### src/rtl/mem_arbiter.sv
// mem_arbiter
//   Two-requester arbiter sharing one single-ported word memory between the
//   instruction-fetch port (if_*) and the load/store port (ls_*). One request
//   is granted at a time. The granted request is registered toward memory as
//   a one-cycle mem_valid_o pulse. The memory's ready/rdata response is
//   returned to the granted port as a one-cycle ready pulse.
//
//   Build option:
//     MEM_ARB_RR_EN  defined   -> round-robin between the two ports
//                    undefined -> fixed priority, load/store over fetch
//
//   Ports:
//     clk, rst                  clock; asynchronous active-high reset
//     if_valid_i / if_addr_i    fetch request (held until if_ready_o)
//     if_ready_o / if_rdata_o   fetch completion pulse and data
//     ls_valid_i / ls_addr_i / ls_we_i / ls_be_i / ls_wdata_i
//                               load/store request (held until ls_ready_o)
//     ls_ready_o / ls_rdata_o   load/store completion pulse and data
//     mem_valid_o / mem_addr_o / mem_we_o / mem_be_o / mem_wdata_o
//                               registered request toward memory
//     mem_ready_i / mem_rdata_i memory completion pulse and read data
//     gnt_o                     current owner: bit0 fetch, bit1 load/store

`ifndef RISCV_ADDR_WIDTH
`define RISCV_ADDR_WIDTH 32
`endif
`ifndef RISCV_WORD_WIDTH
`define RISCV_WORD_WIDTH 32
`endif

module mem_arbiter #(
    parameter int unsigned ADDR_WIDTH = `RISCV_ADDR_WIDTH,
    parameter int unsigned DATA_WIDTH = `RISCV_WORD_WIDTH
) (
    input  logic                      clk,
    input  logic                      rst,

    input  logic                      if_valid_i,
    input  logic [ADDR_WIDTH-1:0]     if_addr_i,
    output logic                      if_ready_o,
    output logic [DATA_WIDTH-1:0]     if_rdata_o,

    input  logic                      ls_valid_i,
    input  logic [ADDR_WIDTH-1:0]     ls_addr_i,
    input  logic                      ls_we_i,
    input  logic [DATA_WIDTH/8-1:0]   ls_be_i,
    input  logic [DATA_WIDTH-1:0]     ls_wdata_i,
    output logic                      ls_ready_o,
    output logic [DATA_WIDTH-1:0]     ls_rdata_o,

    output logic                      mem_valid_o,
    output logic [ADDR_WIDTH-1:0]     mem_addr_o,
    output logic                      mem_we_o,
    output logic [DATA_WIDTH/8-1:0]   mem_be_o,
    output logic [DATA_WIDTH-1:0]     mem_wdata_o,
    input  logic                      mem_ready_i,
    input  logic [DATA_WIDTH-1:0]     mem_rdata_i,

    output logic [1:0]                gnt_o
);

    typedef enum logic [1:0] {
        IDLE  = 2'd0,
        ISSUE = 2'd1,
        WAIT  = 2'd2,
        RESP  = 2'd3
    } state_t;

    state_t state;
    logic   pick_ls;

`ifdef MEM_ARB_RR_EN
    // 1 = load/store was granted last, 0 = fetch was granted last.
    logic last_ls;

    // On contention the port that was not granted last wins.
    always_comb begin
        pick_ls = ls_valid_i && (!if_valid_i || !last_ls);
    end
`else
    always_comb begin
        pick_ls = ls_valid_i;
    end
`endif

    always_ff @(posedge clk or posedge rst) begin
        if (rst) begin
            state       <= IDLE;
            gnt_o       <= '0;
            mem_valid_o <= 1'b0;
            mem_addr_o  <= '0;
            mem_we_o    <= 1'b0;
            mem_be_o    <= '0;
            mem_wdata_o <= '0;
            if_ready_o  <= 1'b0;
            ls_ready_o  <= 1'b0;
            if_rdata_o  <= '0;
            ls_rdata_o  <= '0;
`ifdef MEM_ARB_RR_EN
            last_ls     <= 1'b0;
`endif
        end else begin
            // Pulses default low so each lasts exactly one cycle.
            mem_valid_o <= 1'b0;
            if_ready_o  <= 1'b0;
            ls_ready_o  <= 1'b0;

            case (state)
                IDLE: begin
                    if (if_valid_i || ls_valid_i) begin
                        mem_valid_o <= 1'b1;
                        state       <= ISSUE;
                        if (pick_ls) begin
                            mem_addr_o  <= ls_addr_i;
                            mem_we_o    <= ls_we_i;
                            mem_be_o    <= ls_be_i;
                            mem_wdata_o <= ls_wdata_i;
                            gnt_o       <= 2'b10;
                        end else begin
                            mem_addr_o  <= if_addr_i;
                            mem_we_o    <= 1'b0;
                            mem_be_o    <= '0;
                            mem_wdata_o <= '0;
                            gnt_o       <= 2'b01;
                        end
`ifdef MEM_ARB_RR_EN
                        last_ls <= pick_ls;
`endif
                    end
                end

                // ISSUE and WAIT differ only in mem_valid_o, which the
                // default assignment above already handles.
                ISSUE, WAIT: begin
                    if (mem_ready_i) begin
                        state <= RESP;
                        if (gnt_o[1]) begin
                            ls_rdata_o <= mem_rdata_i;
                            ls_ready_o <= 1'b1;
                        end else begin
                            if_rdata_o <= mem_rdata_i;
                            if_ready_o <= 1'b1;
                        end
                    end else begin
                        state <= WAIT;
                    end
                end

                // Requests are not sampled here, so a requester dropping
                // valid after its ready pulse is never issued twice.
                RESP: begin
                    gnt_o <= '0;
                    state <= IDLE;
                end

                default: begin
                    state <= IDLE;
                end
            endcase
        end
    end

endmodule

### config.mk
export PLATFORM = sky130hd
export DESIGN_NAME = mem_arbiter
export DESIGN_NICKNAME = d
export VERILOG_FILES = /design/src/rtl/mem_arbiter.sv
export SDC_FILE = /design/constraint.sdc
export NUM_CORES = 1
export LEC_CHECK = 0
export ABC_AREA = 1
export BUFFER_PORTS_ARGS = -buffer_cell sky130_fd_sc_hd__buf_4
export CAP_MARGIN = 20
export CORE_MARGIN = 8
export CORE_UTILIZATION = 46
export CTS_CLUSTER_DIAMETER = 60
export DETAILED_ROUTE_END_ITERATION = 10
export PLACE_DENSITY = 0.8
export RECOVER_POWER = 100
export SLEW_MARGIN = 15
export SYNTH_ARGS = -nofsm -noshare
export SYNTH_HDL_FRONTEND = slang
export SYNTH_SLANG_ARGS = --single-unit
export TNS_END_PERCENT = 20
### constraint.sdc
create_clock -name clk -period 5.6 [get_ports clk]
set_input_delay 0.28 -clock clk [delete_from_list [all_inputs] [get_ports clk]]
set_output_delay 0.28 -clock clk [all_outputs]
set_load 0.05 [all_outputs]
Yosys cells after proc, flatten, opt, wreduce, memory -nomap -nowiden
Index checks and enable logic that the tools add are counted.
{"block": "op_classes", "eq_ne": 4, "muxes": 18, "bitwise_logic": 1, "reduce_logical": 8}
{"operator": "$mux W32", "n": 2}
{"operator": "$mux W1", "n": 10}
{"operator": "$mux W2", "n": 3}
{"operator": "$pmux W2 S3", "n": 1}
{"operator": "$reduce_and A3 Y1", "n": 2}
{"operator": "$eq A2 B2 Y1 const B", "n": 2}
{"operator": "$mux W4", "n": 1}
{"operator": "$pmux W2 S2", "n": 1}
{"operator": "$reduce_and A2 Y1", "n": 2}
{"operator": "$eq A2 B1 Y1 const B", "n": 1}
{"operator": "$logic_not A2 Y1", "n": 1}
{"operator": "$ne A2 B2 Y1 const B", "n": 1}
{"operator": "$reduce_bool A2 Y1", "n": 1}
{"operator": "$reduce_or A2 Y1", "n": 1}
{"operator": "$logic_or A1 B1 Y1", "n": 1}
{"operator": "$not A1 Y1", "n": 1}
{"block": "word_totals", "register_bits": 140, "inputBits": 138, "output_inout_bits": 138, "word_cells": 42}

Logic depth before layout (Yosys ltp)
Gate-level depths: netlist (run 1).
{"block": "logic_depth", "ltp_word": 3, "mapped_depth": 8, "depth_no_buf": 6}

Worst setup path after synthesis (run 1)
No wires, ideal clock.
{"block": "synth_path", "path_kind": "register to register", "start": "register state[0]", "end": "register if_rdata_o[15]", "setup_time_ns": 0.083, "arrival_ns": 1.372, "required_time_ns": 5.517, "setup_slack_ns": 4.145, "path_stages_with_launch": 8, "n_path_buf": 2, "period_less_slack_ns": 1.455, "cell_sequence": "dfrtp_1 > inv_1 > ha_1 > nand3_1 > buf_4 > clkbuf_1 > nand2_1 > o21ai_0"}
{"block": "synth_via", "elab_chain_cells": 3, "elab_cells_between_ends": 4, "cone_classes": "eq/ne: 2; reduce/logical: 2"}
{"item": "start: declaration", "line_no": "69", "rtl": "state_t state;"}
{"item": "start signal: assignment", "line_no": "88", "rtl": "state <= IDLE;"}
{"item": "start signal: assignment", "line_no": "112", "rtl": "state <= ISSUE;"}
{"item": "start signal: assignment", "line_no": "136", "rtl": "state <= RESP;"}
{"item": "$eq A2 B1 Y1 or $eq A2 B2 Y1 (tied branches)", "line_no": "108", "rtl": "case (state)"}
{"item": "$reduce_or A2 Y1 (*)", "line_no": "108"}
{"item": "$reduce_and A3 Y1 (no line) (*)"}
{"item": "end signal: assignment", "line_no": "141", "rtl": "if_rdata_o <= mem_rdata_i;"}
{"item": "end: declaration", "line_no": "41", "rtl": "output logic [DATA_WIDTH-1:0] if_rdata_o,"}
Mark *: on every way between the ends. The rest lies on a longest branch, timed or not.
A chain may end at the register's enable or synchronous reset.

Worst setup path in the final report (run 1)
{"block": "layout_path", "start": "register state[0]", "end": "register if_rdata_o[2]"}
The elaborated chain is that of the path after synthesis.

==> impl.org, run 1 <==
** Outcome
- The run finished, with violations left.
- The checks that failed: max-capacitance violations, max-slew violations.

** Synth
- Cell count after synthesis :: 673
- In the post-synthesis netlist, the biggest area contributors are sky130_fd_sc_hd__dfrtp_1 (62%), sky130_fd_sc_hd__nand2_1 (25%), sky130_fd_sc_hd__o21ai_0 (5.9%).
- Dividing the synthesized area by the synthesized cell count gives between 8 and 9 sq um.
- Yosys synthesis warning count :: 0
- The cell area that synthesis handed to floorplanning was 5670 sq um.
- Total of flip-flops plus latches after synthesis :: 140
- Top cell type by total area after synthesis :: sky130_fd_sc_hd__dfrtp_1
- The share of synthesized area in the top cell type comes to approximately three fifths.
- The share of the Yosys chip area taken by registers is 61.8%.
- Yosys mapped the design onto 12 distinct sky130hd cell types.
- Synthesis produced a netlist with a net count of just over 800.

** Routing
- The detail route stage leaves a number of antenna-violating nets equal to 0.
- After detailed routing, the number of remaining DRC violations is 0.
- Via count :: 5138
- Initial drt markers :: 293
- Routed length per placed instance :: 15.8 microns
- Post-Route WL :: 17300 microns
- After detailed routing, the number of vias per cell comes to ~4.7.
- Total iterations of the first detailed-routing run :: 5

** Final layout
- Once layout is complete, the cells apart from fillers number 1097.
- Cells with a size suffix above 1 make up 18.0% of the layout.
- Fin util :: 65.8%
- Antenna cells :: 0
- Net count reported at finish :: approximately 1100
- Signed area change from the synthesized netlist to the final layout :: 39.3%

** GRT
- Wire length of the first global-routing pass :: 26500 microns
- Number of global-route vias before repair :: 5036
- Global routing used 35.5% of the available met2 tracks.
- Global routing consumed, over all layers together, 21.1% of the routing resources.
- Global routing used 23.6% of the available met1 tracks.
- Number of antenna violations at the first check in global routing :: 0
- Entering global routing, the biggest net connects 89 pins.
- GRT overflow :: 0
- Met3 track utilization from global routing :: around 9%
- The global routing stage identified its most utilized layer as met2.

** Timing
- Final-layout worst hold slack :: 0.0553 ns
- Final count of pins violating max slew :: 271
- Setup violations remaining at the end of the flow were counted as 0.
- For the final database, setup skew stands at 0.00887 ns.
- Final Hold Vio Count :: 0
- In the final timing run, aggregate negative setup slack is 0 ns.
- Measured slew at the worst slew-check pin :: 3.80 ns
- Relative slew slack :: -155%
- The routed design could run at a clock period as short as 3.02 ns.
- Setup repair after global routing left no endpoint under its margin.
- Ratio of final minimum period to clock period :: 54.0%
- Highest attainable clock frequency :: between 0.3 and 0.4 GHz

** Clock network
- Number of setup buffers added after CTS :: 0
- The later pin in the worst-skew pair is clocked with a latency of 0.42 ns.
- Number of buffers inserted during clock tree synthesis :: 17
- CTS clock-pin slew for the worst setup and hold paths :: 0.06 ns
- H-tree levels :: 4
- The clock passes through at most 2 buffers.
- TritonCTS built the clock tree.
- Clk sink count :: 140
- Root cell of the clock tree :: sky130_fd_sc_hd__clkbuf_16
- The number of hold buffers added after CTS was 0.
- Gates resized during post-CTS repair numbered 0.

** Critical path
- On the critical path, the stage with the largest delay is an instance of sky130_fd_sc_hd__clkbuf_1.
- The critical path contains buffers and inverters numbering 2 combined.
- Delay of the slowest critical-path stage :: 1.38 ns
- Critical path start-end classification :: reg -> reg
- Largest fanout on the critical path :: between 50 and 60
- Data on the critical path is required at its endpoint by 5.82 ns.
- The worst setup path is launched from a flop.
- On the critical path the largest part of the delay comes from buffers and inverters.
- Traced cell by cell, the critical path runs through inv_1 -> ha_1 -> nand3_1 -> clkbuf_1 -> o21ai_0.
- Crit path DAT :: approximately 3.2 ns
- The worst setup path is captured at a flop.

** Floorplan
- Area of the die :: 16100 sq um
- Height of the die :: 127 microns
- Core footprint :: roughly 12000 sq um
- Chip Width :: 127 microns
- During I/O placement, the number of pins put on the boundary was 276.
- Number of rows created at floorplan :: 40
- Effective utilization at floorplan :: 47.2%

** Job
- MaxCap Viol Count :: 5

** Place
- Buffers added on ports :: 275
- Including well taps, the total number of placed cells is approximately 1100.
- Routability-driven placement congestion ratio :: 0.792
- Final HPWL DP :: 12600 microns

** Pwr
- The internal power of the cells totals 2.80 mW.
- Summing internal, switching and leakage power gives 5.94 mW.
- The share of total power dissipated in sequential elements is around 30%.
- In this run the power density over the cells is 752 nW/um^2.
- Switching power summed over all nets :: 3.14 mW
- Across the VDD grid, the largest voltage drop is 0.000411 V.
- The clock network is responsible for about a fifth of the overall power.
- Logic gate share of total power :: 50.3%
- Net switching share of the total power :: 52.8%
- Leakage :: 4.32 nW

** Worst hold path
- In this run the worst hold path is classified as in -> reg.
==> final timing paths <==
path / from / to / slack, ns / cells after the start
max: state[0] / if_rdata_o[2] / 2.58 / 5
min: ls_wdata_i[5] / mem_wdata_o[5] / 0.06 / 3
max reg2reg: state[0] / if_rdata_o[2] / 2.58 / 5
min reg2reg: mem_wdata_o[6] / mem_wdata_o[6] / 0.47 / 2
max in group asynchronous: rst / if_rdata_o[0] / 2.68 / 3
min in group asynchronous: rst / mem_valid_o / 0.99 / 2
==> synth_stat cells, drive strengths merged <==
cell / count
inv: 43
nand2: 377
nor2: 2
ha: 3
nand3: 5
buf: 24
clkbuf: 11
o21ai: 68
dfrtp: 140
==> through the flow <==
stage          cell area (sq um)  setup slack, ns
2_1_floorplan               5670             1.57
3_3_place_gp                7790             3.43
3_5_place_dp                7790             3.28
4_1_cts                     8430             3.27
5_1_grt                     7900             2.01
6_report                    7900             2.58
==> cells by family (layout without fill, tap and decap cells) <==
logic type / after synthesis / in the layout / synth area share, %
fa+ha+maj: 3 / 3 / 0.662
buf+inv: 78 / 355 / 5.83
compound gates: 68 / 68 / 6.20
simple gates: 384 / 384 / 25.5
flops: 140 / 140 / 61.8
==> power by group through the flow <==
stage                     logic, mW  registers, mW  clock network [mW]
after floorplan               0.694           3.36                   0
after global placement         3.36           1.75                   0
after detailed placement       3.42           1.76                   0
after CTS                      3.42           1.76                1.22
after global routing           3.18           1.80                1.27
final                          2.99           1.75                1.20
==> per-layer routing <==
metal | part of all wire (%) | wire length, microns
met5 | 0 | 0
met1 | 40 | 6830
met3 | 7.7 | 1340
met2 | 51 | 8760
met4 | 2.1 | 359
==> area by class of cell <==
type / count / area (sq um)
Sequential cell: 140 / 3500
Timing Repair Buffer: 280 / 1570
Multi-Input combinational cell: 455 / 1840
Fill cell: 1106 / 4110
Clock inverter: 10 / 161
Tap cell: 147 / 184
Clock buffer: 22 / 484
Inverter: 43 / 163
==> placed cells by master (no fill, tap or decap) <==
master	instances
sky130_fd_sc_hd__clkbuf_4	1
sky130_fd_sc_hd__ha_1	3
sky130_fd_sc_hd__o21ai_0	67
sky130_fd_sc_hd__nor2_1	2
sky130_fd_sc_hd__clkbuf_16	17
sky130_fd_sc_hd__nand2_1	377
sky130_fd_sc_hd__clkinv_2	2
sky130_fd_sc_hd__clkinv_4	1
sky130_fd_sc_hd__buf_4	137
sky130_fd_sc_hd__clkbuf_1	143
sky130_fd_sc_hd__o21ai_4	1
sky130_fd_sc_hd__clkbuf_8	4
sky130_fd_sc_hd__clkinvlp_2	1
sky130_fd_sc_hd__inv_1	42
sky130_fd_sc_hd__bufinv_16	4
sky130_fd_sc_hd__dfrtp_1	140
sky130_fd_sc_hd__nand3_1	5
sky130_fd_sc_hd__clkinvlp_4	3
==> registers in the layout, summed over array words and instances, names as in the netlist, 2 cells and up <==
name / count
gnt_o: 2
if_rdata_o: 32
mem_wdata_o: 32
state: 2
mem_addr_o: 32
ls_rdata_o: 32
mem_be_o: 4
==> tightest hold or removal path, cell delays in order <==
cell                      delay (ns)
sky130_fd_sc_hd__buf_4          0.08
sky130_fd_sc_hd__nand2_1        0.04
sky130_fd_sc_hd__nand2_1        0.05
Note: power is estimated with default switching activity, not from simulation.
==> run 2: changes to the inputs <==
- clock period: 5.6 -> 3 ns (I/O delays scaled with it)
==> impl.org, run 2 (synthesis gave the netlist of run 1 again) <==
** Critical path
- Setup slack of the most critical reg-to-reg path :: 0.79 ns (-1.79 ns)
- In this run the critical register-to-register path is launched from state[0].
- Critical path start-end classification :: reg -> reg
- The path depth of the worst reg2reg path came to 6 (+1).
- CP endpoint kind :: flop
- The critical path data arrival time is 2.47 ns (-0.77 ns).
- Startpoint type of the worst setup path :: flop
- The biggest fanout along the worst timing path came to 32 (-37%).
- Required time reported for the critical path endpoint :: 3.27 ns (-2.55 ns)
- Reg2reg end :: ls_rdata_o[7]

** Final layout
- The library cells used most frequently in the layout, excluding fill and tap cells, are sky130_fd_sc_hd__nand2_1 (377), sky130_fd_sc_hd__dfrtp_1 (140), sky130_fd_sc_hd__clkbuf_1 (139), sky130_fd_sc_hd__buf_4 (137), sky130_fd_sc_hd__o21ai_0 (67).
- The share of final-layout standard cells stronger than drive strength 1 came to 17.8% (-0.22 points).
- Signed area change from the synthesized netlist to the final layout :: 46.8%
- Leaving out fill and tap cells, the most frequent cell in the layout is sky130_fd_sc_hd__nand2_1.
- The total inserted antenna cells was 0 (unchanged).
- The cell area after layout is 8320 sq um (+5.3%).
- Net count reported at finish :: 1119 (+3.8%)
- The number of filler cells placed in the layout was 1044 (-5.6%).

** Place
- The routability congestion estimate came to 0.788 (-0.54%).
- The placed cell area came to 7820 sq um (+0.43%).
- The sum of net half-perimeters after detailed placement came to 12900 microns (+2.5%).
- The total of buffers placed on input and output ports was 275 (unchanged).

** Pwr
- The maximum vdd ir drop is 0.000709 V (+72%).
- Total Power Consumption :: 11.2 mW (+88%)
- Power density over the cells :: 1340 nW/um^2 (+78%)
- The total leakage power came to 4.51 nW (+4.3%).

** Worst hold path
- Destination of the worst hold path :: ls_rdata_o[27]
- The startpoint identified for the worst hold timing path is mem_rdata_i[27].
- The number of cells traversed by the worst hold path came to 3 (unchanged).
- The min-delay analysis places its worst path in the category in -> reg.

** Timing
- Measured slew at the worst slew-check pin :: 1.38 ns (-2.43 ns)
- Setup repair after global routing left no endpoint under its margin.
- Clk_skew :: 0.00563 ns (-0.00324 ns)
- Highest attainable clock frequency :: 0.453 GHz (+37%)
- The shortest period the worst path allows is 2.21 ns (-0.813 ns).
- The final number of max-transition violations was 0 (-100%).
- Final number of setup-violating endpoints :: 0 (unchanged)
- The relative max-transition margin came to 7.71% (+160 points).
- Ratio of final minimum period to clock period :: 73.6% (+20 points)
- Final setup TNS :: 0 ns (unchanged)
- Final Hold Vio Count :: 0 (unchanged)

** Floorplan
- The core area is 12000 sq um (unchanged).
- The number of primary I/O pins came to 276 (unchanged).
- The number of standard-cell rows in the floorplan came to 40 (unchanged).
- Height of the die :: 127 microns (unchanged)
- Effective utilization at floorplan :: 47.2% (unchanged)
- The area of the die is 16100 sq um (unchanged).
- Chip Width :: 127 microns (unchanged)

** Routing
- Number of nets still failing antenna checks after routing :: 0 (unchanged)
- Initial drt markers :: 402 (+37%)
- The number of vias per cell after detailed routing came to 4.77 (+1.8%).
- The DRC violation count after routing was 0 (unchanged).
- The detailed-routing iteration count for the pre-antenna-repair pass was 5 (unchanged).
- Via count :: 5423 (+5.5%)
- Post-Route WL :: 18300 microns (+5.8%)
- Routed length per placed instance :: 16.1 microns (+2.1%)

** Clock network
- Root cell of the clock tree :: sky130_fd_sc_hd__clkbuf_16
- Clock latency on the worst-skew pair :: 0.41 ns (about the same)
- Number of buffers inserted during clock tree synthesis :: 17 (unchanged)
- The clock transition at the registers of the reported paths is 0.06 ns (about the same).
- H-tree levels :: 4 (unchanged)
- Worst-case clock buffer depth :: 2 (unchanged)
- TritonCTS built the clock tree.
- Clk sink count :: 140 (unchanged)

** GRT
- Number of antenna violations at the first check in global routing :: 0 (unchanged)
- The overall track demand over capacity in global routing was 23.0% (+1.8 points).
- Wire length of the first global-routing pass :: 29200 microns (+10%)
- Number of global-route vias before repair :: 5532 (+9.8%)
- Pin count of the biggest net entering global routing :: 83 (-6.7%)
- The global-route congestion overflow total was 0 (unchanged).

** Outcome
- The flow ran to the end, and the final reports show no timing, DRC or antenna violations.

** Job
- The count of maximum capacitance violations came to 0 (-5).
[run 2: cell types whose count changed in the layout (fill, tap and decap cells not counted), sizes merged]
| cell | previous run | this run |
|---|---|---|
| buf | 137 | 139 |
| clkbuf | 165 | 163 |
| clkinv | 3 | 4 |
| dlygate4sd3 | 0 | 39 |
[run 2: worst max-delay path, cell delays in order, from the launching register on]
cell                       delay (ns)
sky130_fd_sc_hd__dfrtp_1         0.37
sky130_fd_sc_hd__inv_1           0.07
sky130_fd_sc_hd__ha_1            0.36
sky130_fd_sc_hd__nand3_1         0.47
sky130_fd_sc_hd__clkbuf_2        0.52
sky130_fd_sc_hd__nand2_1         0.17
sky130_fd_sc_hd__o21ai_0         0.11
[run 2: layout make-up]
class | instances | area [sq um] | area share, %
Inverter | 43 | 163 | 1.95
Timing Repair Buffer | 321 | 2000 | 24.1
Clock buffer | 20 | 467 | 5.61
Sequential cell | 140 | 3500 | 42.1
Clock inverter | 11 | 166 | 2.00
Tap cell | 147 | 184 | 2.21
Multi-Input combinational cell | 455 | 1840 | 22.1
[run 2: worst max-delay path by stage]
stage,from,end,cells after the start
after floorplan,rst,gnt_o[0],1
after global placement,state[0],if_rdata_o[0],4
after detailed placement,state[0],if_rdata_o[1],4
after CTS,state[0],if_rdata_o[1],4
after global routing,state[0],ls_rdata_o[18],5
final,state[0],ls_rdata_o[7],6
[run 2: where the power goes]
part           total, mW  internal (mW)  switching (mW)
Sequential          3.26           2.79           0.471
Clock               2.22           1.45           0.767
Combinational       5.68           1.01            4.67
[run 2: metal layers]
layer	vias to the layer above	GRT usage, %	share of wire (%)
met3	23	7.61	7.7
met5	-	0	0
met4	0	9.38	1.8
met1	2525	25.2	38
li1	2656	-	-
met2	219	40.1	52
[run 2: what timing repair did]
action,4_1_cts,5_1_grt
hold buffers,39,0
hold endpoints to repair,64,0
resized for setup,0,0
setup buffers,0,0
[run 2: per-stage QoR]
stage                     hold WS (ns)  utilization (%)  setup slack, ns  std cells
final                           0.0166             69.3            0.791       1137
after global routing            0.0133             69.3            0.517       1137
after CTS                     0.000884             73.6            0.693       1136
after detailed placement         0.295             65.1            0.709       1066
after global placement           0.284             65.1            0.877       1066
after floorplan                  0.267                -             1.10        673
==> run 3: changes to the inputs <==
- clock period: 3 -> 2.2 ns (I/O delays scaled with it)
==> impl.org, run 3 (synthesis gave the netlist of run 1 again) <==
** Timing
- The top achievable clock speed was 0.521 GHz (+15%).
- Shortest period the worst path allows :: 1.92 ns (-0.291 ns)
- The total negative setup slack came to 0 ns (unchanged).
- The post-route clock skew came to 0.00725 ns (+0.00162 ns).
- Measured slew at the worst slew-check pin :: 1.30 ns (-0.0760 ns)
- Relative slew slack :: 12.8% (+5.1 points)
- Ratio of final minimum period to clock period :: 87.2% (+14 points)
- RSZ-0062 raised after global routing :: no
- The final number of max-transition violations was 0 (unchanged).
- The final setup violation count came to 0 (unchanged).
- Final Hold Vio Count :: 0 (unchanged)

** Critical path
- Among all stages on the critical path, the largest delay is contributed by sky130_fd_sc_hd__clkbuf_4.
- Crit path DAT :: 2.26 ns (-0.21 ns)
- Critical path start-end classification :: reg -> reg
- Reg2reg start :: state[0]
- Largest fanout on the critical path :: 47 (+47%)
- Setup slack of the most critical reg-to-reg path :: 0.28 ns (-0.51 ns)
- Ordered cell list for the critical path :: inv_1 -> ha_1 -> o21ai_4 -> clkbuf_4 -> nand2_1 -> nand2_1
- Gate family responsible for the most delay along the worst path :: buffers and inverters
- Delay of the slowest critical-path stage :: 0.61 ns (+0.09 ns)
- Required time reported for the critical path endpoint :: 2.54 ns (-0.73 ns)
- Reg2reg end :: mem_wdata_o[18]
- The worst setup path is launched from a flop.
- The number of buffer and inverter instances along the worst setup path was 2 (unchanged).
- CP endpoint kind :: flop
- The most numerous cell type found on the critical path is sky130_fd_sc_hd__nand2_1.
- Reg2Reg Depth :: 6 (unchanged)

** Worst hold path
- Worst min-delay path class :: in -> reg
- For hold timing, the worst endpoint is mem_addr_o[31].
- Worst Hold Path Cells :: 5 (+2)
- Source of the worst hold timing path :: if_addr_i[31]

** Final layout
- From synthesis to final layout, the design area changed by 55.9%.
- The library cell used most frequently in the layout, excluding fill and tap cells, is sky130_fd_sc_hd__nand2_1.
- Share of post-route cells with drive strength above 1 :: 16.8% (-0.98 points)
- The number of non-filler instances in the completed layout was 1196 (+5.2%).
- Net count reported at finish :: 1177 (+5.2%)
- The library cells used most frequently in the layout, excluding fill and tap cells, are sky130_fd_sc_hd__nand2_1 (377), sky130_fd_sc_hd__clkbuf_1 (143), sky130_fd_sc_hd__dfrtp_1 (140), sky130_fd_sc_hd__buf_4 (137), sky130_fd_sc_hd__dlygate4sd3_1 (96).

** Floorplan
- The horizontal die dimension is 127 microns (unchanged).
- Effective utilization at floorplan :: 47.2% (unchanged)
- Number of primary I/O pins :: 276 (unchanged)
- Number of rows created at floorplan :: 40 (unchanged)
- The core area is 12000 sq um (unchanged).
- The die span in y came to 127 microns (unchanged).
- The area of the die came to 16100 sq um (unchanged).

** Outcome
- Outcome :: finished clean

** Clock network
- The number of sinks on the clock net is 140 (unchanged).
- H-tree levels :: 4 (unchanged)
- The number of buffers inserted during clock tree synthesis was 17 (unchanged).
- TritonCTS built the clock tree.
- Worst-case clock buffer depth :: 2 (unchanged)
- Post-CTS Hold Buffers :: 96 (+150%)
- Clock tree synthesis selected as its root buffer the cell sky130_fd_sc_hd__clkbuf_16.
- Post_cts resized :: 0 (unchanged)
- The clock transition at the registers of the reported paths came to 0.06 ns (about the same).
- Clock latency on the worst-skew pair :: 0.40 ns (about the same)
- Number of setup buffers added after CTS :: 0 (unchanged)

** Routing
- The wire length reported by the detailed router was 19800 microns (+8.5%).
- The remaining antenna violation count after routing was 0 (unchanged).
- The number of vias per cell after detailed routing is 4.83 (+1.2%).
- The via total after detailed routing is 5774 (+6.5%).
- Initial drt markers :: 328 (-18%)
- Drc violations :: 0 (unchanged)
- The wire length per cell was 16.6 microns (+3.1%).
- The detailed-routing iteration count for the pre-antenna-repair pass came to 5 (unchanged).

** GRT
- The first-pass GRT wire length is 31300 microns (+7.1%).
- Number of global-route vias before repair :: 6173 (+12%)
- The overall track demand over capacity in global routing was 24.5% (+1.6 points).
- The global-route congestion overflow total came to 0 (unchanged).
- The pin count of the biggest net entering global routing is 67 (-19%).
- The number of antenna violations at the first check in global routing is 1 (+1).

** Place
- Buffers added on ports :: 275 (unchanged)
- Placed Cells :: 1068 (+0.19%)
- The routability congestion estimate came to 0.810 (+2.8%).
- The sum of net half-perimeters after detailed placement is 12900 microns (+0.22%).

** Job
- The count of maximum capacitance violations is 0 (unchanged).

** Pwr
- Leakage :: 4.72 nW (+4.8%)
- Power density over the cells :: 1700 nW/um^2 (+27%)
- Highest ir drop seen on vdd :: 0.000872 V (+23%)
==> run 3: changes by cell type in the layout (fill, tap and decap cells not counted), sizes merged <==
| cell | before | now |
|---|---|---|
| bufinv | 4 | 2 |
| clkinv | 4 | 5 |
| diode | 0 | 1 |
| clkinvlp | 4 | 2 |
| dlygate4sd3 | 39 | 96 |
| clkbuf | 163 | 167 |
==> run 3: how the worst max path moves through the flow <==
| stage | start | end | slack [ns] | cells after the start |
|---|---|---|---|---|
| after detailed placement | state[0] | mem_addr_o[25] | 0.42 | 6 |
| after global placement | state[0] | mem_addr_o[22] | 0.50 | 6 |
| after floorplan | rst | gnt_o[0] | 0.34 | 1 |
| final | state[0] | mem_wdata_o[18] | 0.28 | 6 |
| after CTS | state[0] | mem_addr_o[25] | 0.42 | 6 |
| after global routing | ls_valid_i | mem_addr_o[15] | 0.1 | 8 |
==> run 3: tightest hold or removal path: stages <==
cell	delay [ns]
sky130_fd_sc_hd__buf_4	0.08
sky130_fd_sc_hd__nand2_1	0.04
sky130_fd_sc_hd__nand2_1	0.06
sky130_fd_sc_hd__nand2_1	0.05
sky130_fd_sc_hd__nand2_1	0.04
==> run 3: power breakdown <==
group          switching (mW)  leakage, nW  internal [mW]
Clock                   0.996        0.277           1.71
Sequential              0.679         1.77           3.80
Combinational            6.43         2.68           1.43
Total                    8.10         4.72           6.95
==> run 3: final cells by class <==
type,count,area (sq um)
Clock inverter,8,92.6
Sequential cell,140,3500
Inverter,43,163
Multi-Input combinational cell,455,1850
Antenna cell,1,2.50
Fill cell,952,3170
Tap cell,147,184
Clock buffer,23,468
Timing Repair Buffer,379,2580
==> run 3: per-layer routing <==
metal	track usage [%]	vias up	share of wire (%)	wire length (microns)
li1	-	2761	-	-
met1	25.4	2689	36	7210
met2	43.4	266	52	10300
met3	8.15	58	7.5	1480
met4	12.8	0	4.2	833
met5	0	-	0	0
==> run 3: stage by stage <==
stage | cell area (sq um) | total power [mW] | setup WS, ns | hold slack (ns) | utilization [%]
CTS | 9400 | 16.2 | 0.424 | 0.000382 | 78.2
global placement | 7870 | 13.1 | 0.503 | 0.236 | 65.6
finish | 8840 | 15.0 | 0.282 | 0.0132 | 73.6
detailed placement | 7870 | 13.3 | 0.419 | 0.242 | 65.6
floorplan | 5670 | 10.3 | 0.341 | 0.227 | -
global route | 8840 | 15.8 | 0.0956 | 0.00787 | 73.6
